**src/rtl/fifo_pkg.sv**
```systemverilog
// rtl/fifo_pkg.sv - shared sizing helpers, default thresholds and read-mode encodings for the FIFO family
package fifo_pkg;

  localparam int DSIZE_DEF     = 8;
  localparam int ASIZE_DEF     = 4;
  localparam int AFULL_TH_DEF  = 12;
  localparam int AEMPTY_TH_DEF = 2;

  localparam int MODE_STD  = 0;
  localparam int MODE_FWFT = 1;

  function automatic int depth_of(input int asize);
    return 1 << asize;
  endfunction

  // One extra bit so a full FIFO (DEPTH entries) is distinguishable from empty.
  function automatic int cnt_width(input int asize);
    return asize + 1;
  endfunction

endpackage

```
**src/rtl/sync_fifo_thresh_if.sv**
```systemverilog
// rtl/sync_fifo_thresh_if.sv - producer/consumer bus of the threshold FIFO
interface sync_fifo_thresh_if #(
  parameter int DSIZE = 8,
  parameter int ASIZE = 4
);
  logic [DSIZE-1:0] wdata;
  logic             win;
  logic             rout;
  logic             flag_clr;
  logic [DSIZE-1:0] rdata;
  logic             rvalid;
  logic             wfull;
  logic             rempty;
  logic             almost_full;
  logic             almost_empty;
  logic [ASIZE:0]   count;
  logic             overflow;
  logic             underflow;

  modport master (
    output wdata, win, rout, flag_clr,
    input  rdata, rvalid, wfull, rempty, almost_full, almost_empty, count, overflow, underflow
  );

  modport slave (
    input  wdata, win, rout, flag_clr,
    output rdata, rvalid, wfull, rempty, almost_full, almost_empty, count, overflow, underflow
  );
endinterface

```
**src/rtl/fifo_dpram.sv**
```systemverilog
// rtl/fifo_dpram.sv - simple dual-port RAM, synchronous write, asynchronous read
module fifo_dpram
  import fifo_pkg::*;
#(
  parameter int DSIZE = DSIZE_DEF,
  parameter int ASIZE = ASIZE_DEF
) (
  input  logic             clk,
  input  logic             we_i,
  input  logic [ASIZE-1:0] waddr_i,
  input  logic [DSIZE-1:0] wdata_i,
  input  logic [ASIZE-1:0] raddr_i,
  output logic [DSIZE-1:0] rdata_o
);
  localparam int DEPTH = depth_of(ASIZE);

  logic [DSIZE-1:0] mem_q [DEPTH];

  always_ff @(posedge clk) begin
    if (we_i) mem_q[waddr_i] <= wdata_i;
  end

  assign rdata_o = mem_q[raddr_i];
endmodule

```
**src/rtl/sync_fifo_thresh.sv**
```systemverilog
// rtl/sync_fifo_thresh.sv - single-clock FIFO with occupancy count, almost flags,
// sticky overflow/underflow and selectable first-word-fall-through read
module sync_fifo_thresh
  import fifo_pkg::*;
#(
  parameter int DSIZE     = DSIZE_DEF,
  parameter int ASIZE     = ASIZE_DEF,
  parameter int AFULL_TH  = AFULL_TH_DEF,
  parameter int AEMPTY_TH = AEMPTY_TH_DEF,
  parameter int FWFT      = MODE_STD
) (
  input logic               clk,
  input logic               rst,
  sync_fifo_thresh_if.slave bus
);
  localparam int DEPTH = depth_of(ASIZE);
  localparam int CW    = cnt_width(ASIZE);

  logic [CW-1:0]    wptr_q, wptr_d, rptr_q, rptr_d, count_q, count_d;
  logic             wfull_q, wfull_d, rempty_q, rempty_d;
  logic             afull_q, afull_d, aempty_q, aempty_d;
  logic             ovf_q, ovf_d, unf_q, unf_d;
  logic             wen, ren;
  logic [DSIZE-1:0] mem_rdata;

  // Flags sampled before the edge decide acceptance; no write-to-read bypass.
  assign wen = bus.win  & ~wfull_q;
  assign ren = bus.rout & ~rempty_q;

  always_comb begin
    wptr_d   = wptr_q + CW'(wen);
    rptr_d   = rptr_q + CW'(ren);
    count_d  = count_q + CW'(wen) - CW'(ren);
    wfull_d  = (count_d == CW'(DEPTH));
    rempty_d = (count_d == '0);
    afull_d  = (count_d >= CW'(AFULL_TH));
    aempty_d = (count_d <= CW'(AEMPTY_TH));
    ovf_d    = (bus.win  & wfull_q)  | (ovf_q & ~bus.flag_clr);
    unf_d    = (bus.rout & rempty_q) | (unf_q & ~bus.flag_clr);
  end

  always_ff @(posedge clk) begin
    if (rst) begin
      wptr_q   <= '0;
      rptr_q   <= '0;
      count_q  <= '0;
      wfull_q  <= 1'b0;
      rempty_q <= 1'b1;
      afull_q  <= 1'b0;
      aempty_q <= 1'b1;
      ovf_q    <= 1'b0;
      unf_q    <= 1'b0;
    end else begin
      wptr_q   <= wptr_d;
      rptr_q   <= rptr_d;
      count_q  <= count_d;
      wfull_q  <= wfull_d;
      rempty_q <= rempty_d;
      afull_q  <= afull_d;
      aempty_q <= aempty_d;
      ovf_q    <= ovf_d;
      unf_q    <= unf_d;
    end
  end

  fifo_dpram #(.DSIZE(DSIZE), .ASIZE(ASIZE)) u_ram (
    .clk     (clk),
    .we_i    (wen),
    .waddr_i (wptr_q[ASIZE-1:0]),
    .wdata_i (bus.wdata),
    .raddr_i (rptr_q[ASIZE-1:0]),
    .rdata_o (mem_rdata)
  );

  if (FWFT == MODE_FWFT) begin : g_fwft
    // Head word is exposed directly; zeroed while empty so reset shows rdata = 0.
    assign bus.rdata  = rempty_q ? '0 : mem_rdata;
    assign bus.rvalid = ~rempty_q;
  end else begin : g_std
    logic [DSIZE-1:0] rdata_q;
    logic             rvalid_q;

    always_ff @(posedge clk) begin
      if (rst) begin
        rdata_q  <= '0;
        rvalid_q <= 1'b0;
      end else begin
        rvalid_q <= ren;
        if (ren) rdata_q <= mem_rdata;
      end
    end

    assign bus.rdata  = rdata_q;
    assign bus.rvalid = rvalid_q;
  end

  assign bus.wfull        = wfull_q;
  assign bus.rempty       = rempty_q;
  assign bus.almost_full  = afull_q;
  assign bus.almost_empty = aempty_q;
  assign bus.count        = count_q;
  assign bus.overflow     = ovf_q;
  assign bus.underflow    = unf_q;
endmodule

```
**src/flat_wrapper.sv**
```systemverilog
// flat-port wrapper written by rule: the top's interface ports become plain ports
module sync_fifo_thresh_flat import fifo_pkg::*;
#(
  parameter int DSIZE     = DSIZE_DEF,
  parameter int ASIZE     = ASIZE_DEF,
  parameter int AFULL_TH  = AFULL_TH_DEF,
  parameter int AEMPTY_TH = AEMPTY_TH_DEF,
  parameter int FWFT      = MODE_STD
)
  (clk, rst, bus_wdata, bus_win, bus_rout, bus_flag_clr, bus_rdata, bus_rvalid, bus_wfull, bus_rempty, bus_almost_full, bus_almost_empty, bus_count, bus_overflow, bus_underflow);
  sync_fifo_thresh_if #(.DSIZE(DSIZE), .ASIZE(ASIZE)) bus_i ();
  input logic clk;
  input logic rst;
  input wire logic [$bits(bus_i.wdata)-1:0] bus_wdata;
  input wire logic [$bits(bus_i.win)-1:0] bus_win;
  input wire logic [$bits(bus_i.rout)-1:0] bus_rout;
  input wire logic [$bits(bus_i.flag_clr)-1:0] bus_flag_clr;
  output wire logic [$bits(bus_i.rdata)-1:0] bus_rdata;
  output wire logic [$bits(bus_i.rvalid)-1:0] bus_rvalid;
  output wire logic [$bits(bus_i.wfull)-1:0] bus_wfull;
  output wire logic [$bits(bus_i.rempty)-1:0] bus_rempty;
  output wire logic [$bits(bus_i.almost_full)-1:0] bus_almost_full;
  output wire logic [$bits(bus_i.almost_empty)-1:0] bus_almost_empty;
  output wire logic [$bits(bus_i.count)-1:0] bus_count;
  output wire logic [$bits(bus_i.overflow)-1:0] bus_overflow;
  output wire logic [$bits(bus_i.underflow)-1:0] bus_underflow;
  assign bus_i.wdata = bus_wdata;
  assign bus_i.win = bus_win;
  assign bus_i.rout = bus_rout;
  assign bus_i.flag_clr = bus_flag_clr;
  assign bus_rdata = bus_i.rdata;
  assign bus_rvalid = bus_i.rvalid;
  assign bus_wfull = bus_i.wfull;
  assign bus_rempty = bus_i.rempty;
  assign bus_almost_full = bus_i.almost_full;
  assign bus_almost_empty = bus_i.almost_empty;
  assign bus_count = bus_i.count;
  assign bus_overflow = bus_i.overflow;
  assign bus_underflow = bus_i.underflow;
  sync_fifo_thresh #(.DSIZE(DSIZE), .ASIZE(ASIZE), .AFULL_TH(AFULL_TH), .AEMPTY_TH(AEMPTY_TH), .FWFT(FWFT)) u_core (.clk(clk), .rst(rst), .bus(bus_i));
endmodule
```
**config.mk**
```make
export PLATFORM = sky130hd
export DESIGN_NAME = sync_fifo_thresh_flat
export DESIGN_NICKNAME = d
export VERILOG_FILES = /design/src/rtl/fifo_pkg.sv /design/src/rtl/sync_fifo_thresh_if.sv /design/src/rtl/fifo_dpram.sv /design/src/rtl/sync_fifo_thresh.sv /design/src/flat_wrapper.sv
export SDC_FILE = /design/constraint.sdc
export NUM_CORES = 1
export LEC_CHECK = 0
export BUFFER_PORTS_ARGS = -buffer_cell sky130_fd_sc_hd__clkbuf_2
export CAP_MARGIN = 20
export CORE_ASPECT_RATIO = 1.5
export CORE_UTILIZATION = 40
export CTS_CLUSTER_DIAMETER = 60
export DETAILED_ROUTE_END_ITERATION = 12
export PLACE_DENSITY = 0.64
export SLEW_MARGIN = 5
export SYNTH_ARGS = -nofsm -noshare
export SYNTH_HDL_FRONTEND = slang
export SYNTH_SLANG_ARGS = --single-unit
```
**constraint.sdc**
```tcl
create_clock -name clk -period 4.62 [get_ports clk]
set_clock_uncertainty 0.05 [all_clocks]
set_input_delay 0.693 -clock clk [delete_from_list [all_inputs] [get_ports clk]]
set_output_delay 0.693 -clock clk [all_outputs]
set_load 0.05 [all_outputs]
```
Word level (Yosys, flattened, before mapping)
Memory sizes are Yosys's and may differ from the RTL's. A register that Yosys moved wholly into a read port is not among the register bits.
Index checks and enable logic that the tools add are counted.
W data, S select, Z words.
Operators by class
  $add $sub $neg: 4
  order comparisons: 2
  eq/ne operators: 1
  mux-type cells: 2
  bitwise gates (word level): 11
  reduce and logical (&&, ||, !) cells: 1
Operator list (count)
  $add A5 B1 Y5: 3
  $and A1 B1 Y1: 6
  $eq A5 B5 Y1 const B: 1
  $ge A5 B4 Y1 const B: 1
  $le A5 B2 Y1 const B: 1
  $logic_not A5 Y1: 1
  $sub A5 B1 Y5: 1
  $not A1 Y1: 3
  $mux W1: 2
  $or A1 B1 Y1: 2
Storage, ports and cells
  register bits: 22
  memory bits (writable): 128
  input bits: 13
  output and inout port bits: 20
  word-level logic and storage cells: 32
  memories kept: 1
Memories
  u_core.u_ram.mem_q: words 16, bits a word 8, rd ports 1, clocked after Yosys merged registers in 1, write ports 1, RTL line fifo_dpram.sv:17  | logic [DSIZE-1:0] mem_q [DEPTH];

Longest topological paths before layout
Gate-level depths: netlist (run 1).
  depth after elaboration: 5
  mapped depth: 9
  gate-level depth less buffers: 8

Modules after synthesis
A second synthesis (run 1) with hierarchy kept.
Second synthesis, totals
  cell total of the unflattened synthesis: 342
  area total of the unflattened synthesis: 6104.6 sq um
Modules (own cells, without submodules)
  fifo_dpram: times used 1, cells each 221, area each 4987.3 sq um, sequential area each 3843.7 sq um
  sync_fifo_thresh: times used 1, cells each 121, area each 1117.3 sq um, sequential area each 560.5 sq um

Worst setup path before layout (run 1)
No wires, ideal clock.
  kind: in2reg
  start: input port bus_rout
  end: register u_core.aempty_q (netlist: u_core.bus.almost_empty)
  library setup time: 0.116 ns
  data arrival time: 2.450 ns
  data required time: 4.454 ns
  slack: 2.004 ns
  stages: 9
  buffers on the path: 1
  path through: nor2b_1 clkbuf_1 xor2_1 ha_1 fa_1 a21o_1 a21oi_1 xnor2_1 a41o_1
On the way
  word-level cells in the longest chain between the ends: 3
RTL lines
  from (decl): RTL line flat_wrapper.sv:16  | input wire logic [$bits(bus_i.rout)-1:0] bus_rout;
  $and A1 B1 Y1: RTL line sync_fifo_thresh.sv:28  | assign ren = bus.rout & ~rempty_q;
  $sub A5 B1 Y5: RTL line sync_fifo_thresh.sv:33  | count_d = count_q + CW'(wen) - CW'(ren);
  $le A5 B2 Y1: RTL line sync_fifo_thresh.sv:37  | aempty_d = (count_d <= CW'(AEMPTY_TH));
  to (signal assigned): RTL line sync_fifo_thresh.sv:60  | aempty_q <= aempty_d;
  to (decl): RTL line sync_fifo_thresh.sv:21  | logic afull_q, afull_d, aempty_q, aempty_d;
Every way passes these cells.
A chain may end at the register's enable or synchronous reset.

Worst setup path after layout (run 1)
  start: input port bus_rout
  end: register u_core.wfull_q (netlist: u_core.bus.wfull)
On the way
  word-level cells in the longest chain between the ends: 3
RTL lines
  $and A1 B1 Y1: RTL line sync_fifo_thresh.sv:28
  $sub A5 B1 Y5: RTL line sync_fifo_thresh.sv:33
  $eq A5 B5 Y1: RTL line sync_fifo_thresh.sv:34  | wfull_d = (count_d == CW'(DEPTH));
  to (signal assigned): RTL line sync_fifo_thresh.sv:57  | wfull_q <= wfull_d;
  to (decl): RTL line sync_fifo_thresh.sv:20  | logic wfull_q, wfull_d, rempty_q, rempty_d;
Every way passes these cells.

==> results.md, run 1 <==
- Status: complete, no violations
- Drt wl/cell: 20.5 um
- CTS tree: done
- Pin count of the biggest net entering global routing: 27
- Endpoints failing setup: 0
- GP Congestion: about 0.75
- Core box area: around 0.015 mm2
- Most frequent cells in the layout: 128 x edfxtp_1, 32 x clkbuf_2, 27 x dfxtp_1
- RSZ-0062 raised after global routing: no
- Netlist Area Pre-Place: 0.00608 mm2
- Tcrit/Tclk final: 55.4%
- # port buffers: 32
- Antenna cells: 0
- CTS Sinks: approximately 160
- Power Dens Cells: between 500 and 600 mW/mm2
- Slew headroom: between 30% and 40%
- Leakage Power: about 0.0024 uW
- Vias in the first global route: roughly 3300
- Drt first pass iters: 4
- Register area share after synthesis: roughly 72%
- Syn Area/Cell: between 15 and 20 um2
- Slew Viols, Final: 0
- Setup Fix Bufs, Post-CTS: 0
- Share of the synthesized area in the top cell type: between 60% and 70%
- Critical Path Start Type: input port
- GRT Total Usage: between 15 and 20%
- Max frequency: just under 0.4 GHz
- Crit end category: flip-flop
- DP HPWL: 7780 um
- Worst EP arrival: ~2.8 ns
- Cell taking the most area after synthesis: edfxtp_1
- Setup CP Type: in -> reg
- CTS hold repair buffers: 0
- Yosys cell types: 38
- Antenna violations before repair: 0
- Synthesis warning total: 0
- Minimum clock period: 2.56 ns
- Maximum fanout along the worst path: 6
- Drc violations: 0
- M1 GR Usage: 20.3%
- Met2 usage: roughly 28%
- Hold Vio Cnt, Final: 0
- Final setup TNS: 0 ns
- Layout cells sized above 1: 25.5%
- GRT overflow: 0
- Final net count: ~390
- # resized after CTS: 0
- Die area: 0.0157 mm2
- # fillers: roughly 1300
- Fin area: between 0.007 and 0.008 mm2
- Ys async rst share: 0%
- Post-Place Cell Area: between 0.006 and 0.007 mm2
- Clk_lat worst skew: around 0.42 ns
- Initial Utilization: between 40% and 50%
- Yosys reg bits: around 160
- CTS H-tree depth: 4
- Clock Pin Slew Worst Setup and Hold Paths: 0.06 ns
- Die width: 103 um
- MaxCap Viol Count: 0
- Worst slew pin tran: roughly 0.97 ns
- Hold/Removal Path Class: reg -> reg
- Synth Instances: 330
- Synth Net Count: approximately 350
- Clk buf depth: 2
- WL final: 11900 um
- GRT met3 Usage: 4.62%
- Area Overhead vs Synth: 15.4%
- Overall die height: around 150 um
- Top Ports: 33
- Post-synth EDFFs: around 130
- Via Count: 3002
- Root buffer cell: clkbuf_16
- TritonCTS Buffers: 17
- First-pass GRT wire length: about 19000 um
- CP required: ~5 ns
- Row cnt: 54
- Synth Flop Type: edfxtp_1
- Routed vias/inst: around 5.2
- Most Crowded Layer GR: met2
- DRT iter0 DRCs: between 200 and 250
- ANT nets after route: 0
- Largest cells by area after synthesis: edfxtp_1 63%, mux4_2 9.3%, dfxtp_1 9.2%
- VDD IR max: between 0.3 and 0.4 mV
- Most common cell after layout, fill and taps aside: edfxtp_1
where the power goes:
group / total (uW) / switching [uW] / internal [uW]
Combinational: 702 / 454 / 249
Clock: 1310 / 535 / 778
Sequential: 1670 / 56.1 / 1610
synthesized netlist by cell type, types with 3 or more instances:
cell type and number:
nand2_1 6, nand2b_1 5, ha_1 7, buf_2 5, inv_1 7, clkbuf_1 7
xor2_1 5, dfxtp_1 28, edfxtp_1 128, mux4_1 5, a21oi_1 3, nor3_1 4
buf_6 3, xnor2_1 5, o21ai_1 7, nor2b_1 8, a2bb2oi_1 7, nor2_1 26
mux2i_1 16, mux4_2 25
metrics by stage:
stage               power [uW]  hold WS [ns]  util, %  instances  setup WS (ns)
CTS                       3710         0.432     47.7        581           2.07
floorplan                 2230         0.459        -        330           2.00
detailed placement        2410         0.417     43.8        549           1.65
global placement          2390         0.422     43.7        548           1.80
global route              3830         0.453     47.7        581           1.87
finish                    3690         0.427     47.7        581           2.06
final timing paths:
kind                             from                  end  slack [ns]  depth (start not counted)
setup reg to reg    u_core.bus.rempty     u_core.bus.wfull        2.09                          8
hold reg to reg   u_core.bus.rdata[1]  u_core.bus.rdata[1]        0.43                          2
hold / removal    u_core.bus.rdata[1]  u_core.bus.rdata[1]        0.43                          2
setup / recovery             bus_rout     u_core.bus.wfull        2.06                          9
flip-flops by register name (all words and copies together), names as in the netlist:
register and flops:
u_core.wptr_q 4, u_core.bus.almost_empty 1, u_core.bus.underflow 1, u_core.bus.count 5, u_core.bus.rempty 1, u_core.u_ram.mem_q 128
u_core.bus.wfull 1, u_core.bus.almost_full 1, u_core.rptr_q 4, u_core.bus.overflow 1, u_core.bus.rdata 8, u_core.bus.rvalid 1
worst max-delay path, cell delays in order:
cell and delay [ns]:
clkbuf_2 0.10, nor2b_1 0.38, xor2_1 0.12, ha_1 0.24, fa_1 0.41, a21o_1 0.18, a21oi_1 0.17, xnor2_1 0.17
nor4bb_1 0.35
cell families after synthesis:
kind of cell               count (synthesis)  synth area share [%]
DFF                                      156                  72.4
and+or+nand+nor                           58                  4.63
muxes                                     47                  14.3
AOI/OAI and AO/OA                         28                  3.33
buffers and inverters                     23                  2.16
xor gates and xnor gates                  10                  1.44
adders and majority gates                  8                  1.77
per-layer routing:
metal	up-vias	routed length, um	share of wire [%]
li1	1391	-	-
met1	1511	4860	41
met2	80	6270	53
met3	20	493	4.1
met4	0	299	2.5
met5	-	0	0
cell type report:
cell class                 instances  area [um2]  share of cell area [%]
clock buffer                      23         510                    7.27
inverter                           7        26.3                   0.374
clock inverter                     9        56.3                   0.802
multi-input combinational        151        1550                    22.1
timing repair buffer              39         225                    3.21
sequential                       156        4410                    62.7
tap                              196         245                    3.49
(Power assumes the default switching activity.)
==> run 2: changes to the inputs <==
==> constraint.sdc (replaced) <==
create_clock -name clk -period 2.6 [get_ports clk]
set_clock_uncertainty 0.05 [all_clocks]
set_input_delay 0.39 -clock clk [delete_from_list [all_inputs] [get_ports clk]]
set_output_delay 0.39 -clock clk [all_outputs]
set_load 0.05 [all_outputs]
==> results.md, run 2 (synthesis results as in run 1) <==
- Worst slew pin tran: a little under 0.5 ns
- DRT iter0 DRCs: between 150 and 200
- Tcrit/Tclk final: a little over four fifths
- Leakage Power: 0.00247 uW
- Die width: roughly 100 um
- Row cnt: 54
- CP required: approximately 2.9 ns
- Comb power frac: a little under a fifth
- WL final: 12200 um
- Vias in the first global route: between 3000 and 4000
- Pin count of the biggest net entering global routing: 26
- Slew Viols, Final: 0
- Internal: approximately 4800 uW
- Worst EP arrival: approximately 2.5 ns
- GRT overflow: 0
- Critical Path Start Type: flip-flop
- Antenna violations before repair: 0
- Setup Fix Bufs, Post-CTS: 0
- Clk_lat worst skew: 0.42 ns
- Layout cells sized above 1: approximately 30%
- CTS tree: done
- # resized after CTS: 0
- Final setup TNS: 0 ns
- Seq pwr share: between 40% and 50%
- TritonCTS Buffers: 17
- Maximum fanout along the worst path: 5
- Status: complete, no violations
- MaxCap Viol Count: 0
- Most frequent cells in the layout: 128 x edfxtp_1, 32 x clkbuf_2, 27 x dfxtp_1
- Max frequency: ~0.45 GHz
- DP HPWL: 8150 um
- Post-place setup slack: ~0.21 ns
- Drt wl/cell: approximately 20 um
- Top Ports: 33
- CTS H-tree depth: 4
- Hold/Removal Path Class: in -> reg
- Core box area: approximately 0.015 mm2
- Sw Pwr: approximately 1900 uW
- Slew headroom: between 60 and 70%
- Clk network pwr share: ~36%
- Overall die height: about 150 um
- RSZ-0062 raised after global routing: no
- VDD IR max: ~0.66 mV
- GP Congestion: around 0.83
- First-pass GRT wire length: roughly 19000 um
- Clk buf depth: 2
- Die area: about 0.016 mm2
- CTS Sinks: 156
- Via Count: approximately 3100
- Power Dens Cells: between 900 and 1000 mW/mm2
- Drt first pass iters: 7
- Switching portion of total power: between 20% and 30%
- Crit end category: flip-flop
- Min setup slack post-route: roughly 0.4 ns
- Root buffer cell: clkbuf_16
- Most flops, register: u_core.u_ram.mem_q
- Area Overhead vs Synth: 18.3%
- Minimum clock period: between 2 and 2.5 ns
- CTS hold repair buffers: 0
- GRT Total Usage: between 15 and 20%
- Endpoints failing setup: 0
- Final net count: approximately 410
- Setup CP Type: reg -> reg
- # port buffers: 32
- Max reg flops: approximately 130
- ANT nets after route: 0
- Routed vias/inst: a little over 5
- # fillers: around 1300
- Initial Utilization: 41.3%
- Antenna cells: 0
- Most common cell after layout, fill and taps aside: edfxtp_1
- Hold Vio Cnt, Final: 0
- Clock Pin Slew Worst Setup and Hold Paths: roughly 0.060 ns
- Drc violations: 0
-- run 2: cell count changes in the layout (fill, tap and decap cells not counted), moves of 2 or more --
cell / change
inv_4: -4
clkinvlp_4: +3
clkbuf_16: -2
buf_4: +19
bufinv_16: +2
clkbuf_1: -2
inv_6: +4
clkbuf_8: -2
clkinv_4: +2
-- run 2: metrics by stage --
step	instances	hold slack [ns]	instance area [um2]	power, uW	utilization, %
after detailed placement	569	0.418	6610	4310	44.9
after global placement	569	0.421	6610	4280	44.9
after floorplan	330	0.439	6080	3960	-
after CTS	601	0.139	7200	6730	48.9
after global routing	601	0.158	7200	6930	48.9
final	601	0.149	7200	6680	48.9
-- run 2: path summary, 6_finish.rpt --
path	start	to	slack (ns)	cells past startpoint
max	u_core.bus.rempty	u_core.bus.wfull	0.39	8
min	rst	u_core.bus.rvalid	0.15	2
max reg2reg	u_core.bus.rempty	u_core.bus.wfull	0.39	8
min reg2reg	u_core.bus.rdata[3]	u_core.bus.rdata[3]	0.43	2
-- run 2: area by class of cell --
class,count,area (um2),area share [%]
inverter,7,26.3,0.365
multi-input combinational,151,1550,21.5
timing repair buffer,59,388,5.39
clock buffer,17,425,5.91
clock inverter,15,161,2.24
sequential,156,4410,61.2
tap,196,245,3.41
-- run 2: worst max-delay path, stage by stage (launching register included) --
cell	delay (ns)
dfxtp_1	0.34
nor2b_1	0.18
buf_4	0.16
nand2b_1	0.09
ha_1	0.28
a21o_1	0.17
a21oi_1	0.17
xor2_1	0.36
nor4bb_1	0.31
-- run 2: power groups by stage --
stage	Sequential, uW	Clock [uW]	Combinational, uW
floorplan	3270	0	684
global placement	3020	0	1260
detailed placement	3020	0	1290
CTS	2970	2460	1290
global route	2990	2570	1380
finish	2970	2430	1280
-- run 2: metal layers --
| metal | track usage (%) | vias to the layer above | wire (um) |
|---|---|---|---|
| li1 | - | 1423 | - |
| met1 | 19.8 | 1579 | 4840 |
| met2 | 29.5 | 89 | 6580 |
| met3 | 4.71 | 15 | 519 |
| met4 | 6.53 | 0 | 209 |
| met5 | 0 | - | 0 |
